--- src/rtl/ex_stage.sv ---
// Execute stage: single-cycle ALU plus a multi-cycle radix-2 restoring divider.
// While a divide is in flight, stall_req freezes the front end and the write enables are held off.
module ex_stage #(
  parameter int DIV_CYCLES = 32
) (
  input  logic        clk,
  input  logic        rst,
  input  logic        flush,
  input  logic        ex_regfile_we,
  input  logic [4:0]  ex_regfile_waddr,
  input  logic [7:0]  ex_alu_op,
  input  logic [31:0] ex_alu_src1,
  input  logic [31:0] ex_alu_src2,
  input  logic        ex_mem_re,
  input  logic        ex_mem_we,
  output logic        out_regfile_we,
  output logic        out_mem_re,
  output logic        out_mem_we,
  output logic [4:0]  out_regfile_waddr,
  output logic [31:0] out_wdata,
  output logic        stall_req
);

  localparam logic [7:0] OP_NOP  = 8'h00, OP_ADD  = 8'h01, OP_SUB  = 8'h02, OP_AND  = 8'h03,
                         OP_OR   = 8'h04, OP_XOR  = 8'h05, OP_SLT  = 8'h06, OP_SLTU = 8'h07,
                         OP_SLL  = 8'h08, OP_SRL  = 8'h09, OP_SRA  = 8'h0A, OP_DIV  = 8'h0B,
                         OP_DIVU = 8'h0C, OP_REM  = 8'h0D, OP_REMU = 8'h0E;

  localparam int CW = (DIV_CYCLES > 1) ? $clog2(DIV_CYCLES) : 1;
  localparam logic [CW-1:0] LAST = CW'(DIV_CYCLES - 1);

  typedef enum logic [1:0] {S_IDLE, S_BUSY, S_DONE} state_t;

  state_t        state_q, state_d;
  logic [CW-1:0] cnt_q, cnt_d;
  logic [31:0]   dvd_q, dvd_d;     // dividend shifts out, quotient bits shift in
  logic [31:0]   dvs_q, dvs_d;
  logic [31:0]   prem_q, prem_d;
  logic [31:0]   quot_q, quot_d;
  logic [31:0]   rem_q, rem_d;
  logic          negq_q, negq_d, negr_q, negr_d;

  logic        is_div, is_signed, want_rem, stall_raw, en_ok;
  logic [31:0] alu_res, a_mag, b_mag, dvd_n, prem_n;
  logic [32:0] rem_sh, diff;

  always_comb begin
    alu_res = '0;
    case (ex_alu_op)
      OP_NOP:  alu_res = '0;
      OP_ADD:  alu_res = ex_alu_src1 + ex_alu_src2;
      OP_SUB:  alu_res = ex_alu_src1 - ex_alu_src2;
      OP_AND:  alu_res = ex_alu_src1 & ex_alu_src2;
      OP_OR:   alu_res = ex_alu_src1 | ex_alu_src2;
      OP_XOR:  alu_res = ex_alu_src1 ^ ex_alu_src2;
      OP_SLT:  alu_res = {31'b0, $signed(ex_alu_src1) < $signed(ex_alu_src2)};
      OP_SLTU: alu_res = {31'b0, ex_alu_src1 < ex_alu_src2};
      OP_SLL:  alu_res = ex_alu_src1 << ex_alu_src2[4:0];
      OP_SRL:  alu_res = ex_alu_src1 >> ex_alu_src2[4:0];
      OP_SRA:  alu_res = $unsigned($signed(ex_alu_src1) >>> ex_alu_src2[4:0]);
      default: alu_res = '0;
    endcase
  end

  assign is_div    = (ex_alu_op == OP_DIV) || (ex_alu_op == OP_DIVU) ||
                     (ex_alu_op == OP_REM) || (ex_alu_op == OP_REMU);
  assign is_signed = (ex_alu_op == OP_DIV) || (ex_alu_op == OP_REM);
  assign want_rem  = (ex_alu_op == OP_REM) || (ex_alu_op == OP_REMU);
  assign a_mag     = (is_signed && ex_alu_src1[31]) ? 32'd0 - ex_alu_src1 : ex_alu_src1;
  assign b_mag     = (is_signed && ex_alu_src2[31]) ? 32'd0 - ex_alu_src2 : ex_alu_src2;

  // One restoring step: trial-subtract the divisor from the shifted partial remainder.
  always_comb begin
    rem_sh = {prem_q, dvd_q[31]};
    diff   = rem_sh - {1'b0, dvs_q};
    if (!diff[32]) begin
      prem_n = diff[31:0];
      dvd_n  = {dvd_q[30:0], 1'b1};
    end else begin
      prem_n = rem_sh[31:0];
      dvd_n  = {dvd_q[30:0], 1'b0};
    end
  end

  always_comb begin
    state_d   = state_q;
    cnt_d     = cnt_q;
    dvd_d     = dvd_q;
    dvs_d     = dvs_q;
    prem_d    = prem_q;
    quot_d    = quot_q;
    rem_d     = rem_q;
    negq_d    = negq_q;
    negr_d    = negr_q;
    stall_raw = 1'b0;
    case (state_q)
      S_IDLE: begin
        if (is_div && !flush) begin
          stall_raw = 1'b1;
          if (ex_alu_src2 == 32'd0) begin
            quot_d  = 32'hFFFF_FFFF;
            rem_d   = ex_alu_src1;
            state_d = S_DONE;
          end else begin
            dvd_d   = a_mag;
            dvs_d   = b_mag;
            prem_d  = '0;
            negq_d  = is_signed && (ex_alu_src1[31] ^ ex_alu_src2[31]);
            negr_d  = is_signed && ex_alu_src1[31];
            cnt_d   = '0;
            state_d = S_BUSY;
          end
        end
      end
      S_BUSY: begin
        stall_raw = 1'b1;
        dvd_d     = dvd_n;
        prem_d    = prem_n;
        cnt_d     = cnt_q + CW'(1);
        if (cnt_q == LAST) begin
          quot_d  = negq_q ? 32'd0 - dvd_n : dvd_n;
          rem_d   = negr_q ? 32'd0 - prem_n : prem_n;
          cnt_d   = '0;
          state_d = S_DONE;
        end
      end
      S_DONE:  state_d = S_IDLE;
      default: state_d = S_IDLE;
    endcase
    if (flush) begin
      state_d = S_IDLE;
      cnt_d   = '0;
    end
  end

  always_ff @(posedge clk or negedge rst) begin
    if (!rst) begin
      state_q <= S_IDLE;
      cnt_q   <= '0;
      dvd_q   <= '0;
      dvs_q   <= '0;
      prem_q  <= '0;
      quot_q  <= '0;
      rem_q   <= '0;
      negq_q  <= 1'b0;
      negr_q  <= 1'b0;
    end else begin
      state_q <= state_d;
      cnt_q   <= cnt_d;
      dvd_q   <= dvd_d;
      dvs_q   <= dvs_d;
      prem_q  <= prem_d;
      quot_q  <= quot_d;
      rem_q   <= rem_d;
      negq_q  <= negq_d;
      negr_q  <= negr_d;
    end
  end

  // Outputs are gated by reset so nothing leaks out while rst is held low.
  assign stall_req         = rst && stall_raw && !flush;
  assign en_ok             = rst && !stall_req && !flush;
  assign out_regfile_we    = en_ok && ex_regfile_we;
  assign out_mem_re        = en_ok && ex_mem_re;
  assign out_mem_we        = en_ok && ex_mem_we;
  assign out_regfile_waddr = ex_regfile_waddr;
  assign out_wdata         = !rst ? 32'd0 :
                             (state_q == S_DONE) ? (want_rem ? rem_q : quot_q) : alu_res;

endmodule

--- config.mk ---
export PLATFORM = sky130hd
export DESIGN_NAME = ex_stage
export DESIGN_NICKNAME = d
export VERILOG_FILES = /design/src/rtl/ex_stage.sv
export SDC_FILE = /design/constraint.sdc
export NUM_CORES = 1
export LEC_CHECK = 0
export BUFFER_PORTS_ARGS = -buffer_cell sky130_fd_sc_hd__buf_4
export CORE_AREA = 2 2 270 272
export CTS_CLUSTER_DIAMETER = 100
export CTS_CLUSTER_SIZE = 28
export DETAILED_ROUTE_END_ITERATION = 8
export DIE_AREA = 0 0 272 274
export GPL_TIMING_DRIVEN = 0
export HOLD_SLACK_MARGIN = 0.1
export RECOVER_POWER = 50
export REMOVE_ABC_BUFFERS = 1
export SYNTH_ARGS = -nofsm -noshare
export SYNTH_HDL_FRONTEND = slang
export SYNTH_SLANG_ARGS = --single-unit
--- constraint.sdc ---
create_clock -name clk -period 11 [get_ports clk]
set_clock_uncertainty 0.15 [all_clocks]
set_input_delay 2.75 -clock clk [delete_from_list [all_inputs] [get_ports clk]]
set_output_delay 2.75 -clock clk [all_outputs]
set_load 0.05 [all_outputs]
### Word level (Yosys, flattened, before mapping)

Index checks and enable logic that the tools add are counted.

* bitwise logic cells: 5
* $lt $le $gt $ge: 2
* reductions and logical operators: 27
* equal/unequal tests: 24
* shift operators: 3
* $add $sub $neg: 8
* muxes and demuxes: 36

Operators by type and width (number)
* 32-bit two-way mux: 18
* 32-bit case mux with 10 select lines: 1
* 32-bit case mux with 2 select lines: 4
* 1-bit by 32-bit subtractor with 32-bit output, first input constant: 4
* 32-bit less-than comparator: 2
* 8-bit by 4-bit equality test with 1-bit output, second input constant: 7
* 33-bit by 32-bit subtractor with 33-bit output: 1
* 32-bit adder: 1
* 32-bit bitwise AND: 1
* 8-bit by 3-bit equality test with 1-bit output, second input constant: 4
* 32-bit zero test: 1
* 32-bit OR: 1
* 32-bit by 5-bit << shifter with 32-bit output: 1
* 32-bit by 5-bit right shift with 32-bit output: 1
* 32-bit by 5-bit >>> shifter with 32-bit output: 1
* 32-bit subtractor: 1
* 32-bit bitwise XOR: 1
* 5-bit two-way mux: 4
* 8-bit by 2-bit equality test with 1-bit output, second input constant: 2
* 1-bit logical AND: 11
* 5-bit case mux with 2 select lines: 1
* 3-bit inequality test, second input constant: 3
* 3-bit AND reduction: 3
* 8-bit by 1-bit equality test with 1-bit output, second input constant: 1
* other kinds (18): 30

* output and inout bits: 41
* input port bits: 83
* bits in registers: 169

### Longest topological paths before layout

* depth after elaboration: 13
* depth in mapped cells: 26
* mapped depth without buffers: 22

### Least setup slack after synthesis

No wires, ideal clock.

* path type: input-to-output
* start point: in ex_alu_src2[2]
* end point: out out_wdata[30]
* stages: 17
* buffers on the path: 3
* required time: 8.100 ns
* arrival time: 7.516 ns
* path slack: 0.584 ns
* cell sequence: clkbuf_1 > inv_2 > buf_1 > buf_1 > ha_1 > nand2b_1 > a21oi_1 > o211ai_1 > a21o_1 > a2111o_1 > a311o_1 > o21ai_1 > nor4_1 > nor3_1 > a221oi_1 > xnor2_1 > o31ai_1

* cells in the longest elaborated chain, start to end: 4
* elaborated cells between the ends (all ways): 8
* those cells by class: 2 x add/sub; 3 x shift; 3 x mux

Ends and longest elaborated chain
* start: declaration: line 13 `input logic [31:0] ex_alu_src2,`
* 32-bit subtractor, or another cell as far along: line 52 `OP_SUB: alu_res = ex_alu_src1 - ex_alu_src2;`
* 32-bit case mux with 10 select lines *: line 49 `case (ex_alu_op)`
* 32-bit two-way mux *: line 168 `(state_q == S_DONE) ? (want_rem ? rem_q : quot_q) : alu_res;`
* 32-bit two-way mux *: line 167 `assign out_wdata = !rst ? 32'd0 :`
* end: declaration: line 20 `output logic [31:0] out_wdata,`

Mark *: on every way between the ends. The rest lies on a longest branch, timed or not.

### Worst setup path after layout

* start point: in ex_alu_src2[2]
* end point: out out_wdata[26]

The elaborated chain is that of the path after synthesis.

==> reports/results.txt <==
WL final: 92900 um
Worst path slowest cell: buf_4
violated checks: max-capacitance violations, max-slew violations
Setup violations, final: 0
reg2reg start: dvd_q[31]
Yosys cell types: 95
most frequent cells in the layout: nand2_1 (379), nor2_1 (307), o21ai_0 (294)
core area: 0.0720 mm^2
Fin. Hold Viols: 0
H-Tree Depth: 4
die area: 0.0745 mm^2
HP Class: register to register
CP Cell Sequence: buf_4 > inv_6 > ha_1 > a21o_1 > a221oi_2 > a21boi_0 > o21ai_1 > a21oi_1 > o22ai_1 > o221ai_1 > a311o_1 > a221o_1 > a211oi_1 > o22ai_1 > buf_4
max incr delay on CP: 0.48 ns
Syn Area/Cell: 7.04 um^2
Worst Hold Path EP: quot_q[27]
Worst Reg2Reg Path Length in Cells: 21
post-synthesis sequential area ratio: 19.9%
Rows: 99
Primary FF master, synth: dfrtp_1
Starting Density: 29.5%
Tmin final: 10.68 ns
Total GRT Usage: 24.4%
Worst-path clk slew: 0.08 ns
status: complete, but fails checks
number of remaining DRC errors: 0
clk_lat worst skew: 0.48 ns
Final Slew Violations: 80
RSZ-0062 raised after global routing: no
ys async rst share: 100%
Num CTS Buffers: 17
clock tree buffer depth: 2
vias: 23384
largest net degree at the start of global routing: 118
hold_sp: quot_q[27]
relative slew slack: -158%
critical path data required time: 8.10 ns
nets: 3193
Final Worst Setup Slack: 0.316 ns
I/O pin cnt: 124
Chip Height: 274 um
RR Endpoint: rem_q[26]
initial antenna violation count: 9
FMAX: 0.0936 GHz
CTS tree: done
RD Place Congestion: 0.981
synthesized cell area: 0.0212 mm^2
DR pass1 iterations: 6
vias in the first global route: 21633
CP delay by family, top: compound AO/OA/AOI/OAI gates
maxcap violations: 1
Buf+Inv Stages, Crit Path: 3
layout cells sized above 1: 8.14%
Pwr Density: 172 mW/mm^2
Post-Synthesis Cells: 3019
Yosys warnings: 0
Via density: 5.92
clk sinks: 169
post-detail-place hpwl: 71000 um
root buffer cell: clkbuf_16
Antenna Nets Post-Route: 0
final design utilization: 32.9%
Hold WS: 0.335 ns
flop2flop setup slack: 3.53 ns
synthesized flop and latch total: 169
fin crit share: 97.1%
hold path depth: 2
first-pass GRT wire length: 139000 um
Worst Setup End Kind: output pin
WS Path Type: input pin to output pin
critical-path maximum fanout: 53
LEAKAGE: 9.75 nW
Final Total Pwr: 4.07 mW
die boundary width: 272 um
P&R area growth vs syn: 11.5%
Least-Margin Pin Slew: 3.87 ns
Post-synth EDFFs: 0
maximum VDD drop: 0.105 mV
pre-CTS setup slack: -0.573 ns
commonest non-fill, non-tap cell in the layout: nand2_1
CP Launch Type: input pin
Worst Path Arrival: 7.78 ns
number of DRC markers in iteration 0: 2798
grt total ovfl: 0
# port buffers: 113
drt wl/cell: 23.5 um
[repair_timing]
action | 4_1_cts | 5_1_grt
gates cloned | 1 | 0
setup buffers | 1 | 3
hold buffers | 0 | 0
resized for setup | 6 | 5
setup endpoints to repair | 4 | 3
[tightest hold or removal path, cell delays in order, from the launching register on]
cell and delay, ns:
dfrtp_1 0.35, nand2_1 0.05, nand2_1 0.05
[cells in the mapped netlist, types with 7 or more instances]
master / count / area [um^2]
or3_1: 26 / 163
and2_1: 26 / 163
mux4_2: 12 / 270
o21ai_1: 41 / 205
o221ai_1: 13 / 114
inv_1: 152 / 571
nor3_1: 67 / 335
nor2b_1: 23 / 144
buf_1: 22 / 82.6
clkbuf_1: 170 / 638
o211ai_1: 33 / 248
o31a_1: 7 / 61.3
a221o_1: 9 / 90.1
a221oi_1: 22 / 193
nand4_1: 28 / 175
o31ai_1: 33 / 248
dfrtp_1: 169 / 4230
o22ai_1: 58 / 363
or4_1: 12 / 90.1
nand2_1: 382 / 1430
o41ai_1: 11 / 96.3
mux2_2: 7 / 78.8
and3_1: 18 / 113
o21bai_1: 15 / 113
a211oi_1: 27 / 203
buf_2: 12 / 60.1
o32ai_1: 8 / 70.1
nor2_1: 313 / 1170
mux2i_1: 109 / 1090
o2111ai_1: 8 / 70.1
ha_1: 135 / 1690
o21ai_0: 294 / 1470
a31oi_1: 61 / 382
a2111oi_0: 17 / 149
xor2_1: 49 / 429
o21a_1: 15 / 113
a21o_1: 41 / 308
nand3_1: 54 / 270
nand2b_1: 19 / 119
xnor2_1: 98 / 858
nor4_1: 21 / 131
a22oi_1: 12 / 90.1
a21oi_1: 255 / 1280
[how the worst max path moves through the flow]
stage / startpoint / to / slack [ns] / cells past startpoint
global placement: ex_alu_src2[1] / rem_q[31] / -2.89 / 11
global route: ex_alu_src2[3] / out_wdata[26] / 0.09 / 15
CTS: ex_alu_src2[4] / out_wdata[26] / 0.20 / 15
finish: ex_alu_src2[2] / out_wdata[26] / 0.32 / 15
detailed placement: ex_alu_src2[1] / out_wdata[27] / -0.57 / 16
floorplan: ex_alu_src2[2] / out_wdata[30] / 1.08 / 14
[flip-flops by register name, indices dropped and copies added (netlist names)]
| register | flops |
|---|---|
| prem_q | 32 |
| dvs_q | 32 |
| dvd_q | 32 |
| negr_q | 1 |
| state_q | 2 |
| quot_q | 32 |
| rem_q | 32 |
| negq_q | 1 |
| cnt_q | 5 |
[metrics by stage]
stage	instance area (um^2)	instances	setup TNS, ns
after floorplan	20400	2809	0
after global placement	22500	3881	-38.22
after detailed placement	23100	3907	-0.874
after CTS	23700	3941	0
after global routing	23700	3946	0
final	23700	3948	0
[power breakdown]
group | leakage, nW | switching (mW) | internal, mW | total, mW
combinational | 7.38 | 1.62 | 0.890 | 2.51
clock | 0.270 | 0.303 | 0.317 | 0.620
sequential | 2.10 | 0.185 | 0.751 | 0.936
total | 9.75 | 2.11 | 1.96 | 4.07
[cell families (layout without fill, tap and decap cells)]
family / count (synthesis) / after routing / share of synthesized area [%]
fa+ha+maj: 138 / 138 / 8.23
flops: 169 / 169 / 19.9
buf+inv: 365 / 331 / 6.63
simple gates: 1023 / 1023 / 21.6
mux: 128 / 128 / 6.78
xor+xnor: 147 / 147 / 6.06
other cells: 0 / 4 / 0
compound gates: 1049 / 1049 / 30.8
[metal layers]
layer / part of all wire (%) / wire length [um] / GRT usage [%] / up-vias
li1: - / - / - / 10839
met5: 0.071 / 66 / 0 / -
met2: 45 / 41900 / 38.9 / 1066
met1: 42 / 39100 / 32.0 / 11227
met3: 7.9 / 7390 / 4.61 / 240
met4: 4.7 / 4390 / 10.7 / 12
[layout make-up]
class | instances | area, um^2
repair inverters | 1 | 5.00
flip-flops and latches | 169 | 4230
well taps | 959 | 1200
inverters | 155 | 597
clock buffers | 18 | 429
clock inverters | 14 | 139
diodes | 4 | 10.0
fillers | 7780 | 48300
multi-input cells | 2485 | 15700
repair buffers | 143 | 1390
(Power assumes the default switching activity.)
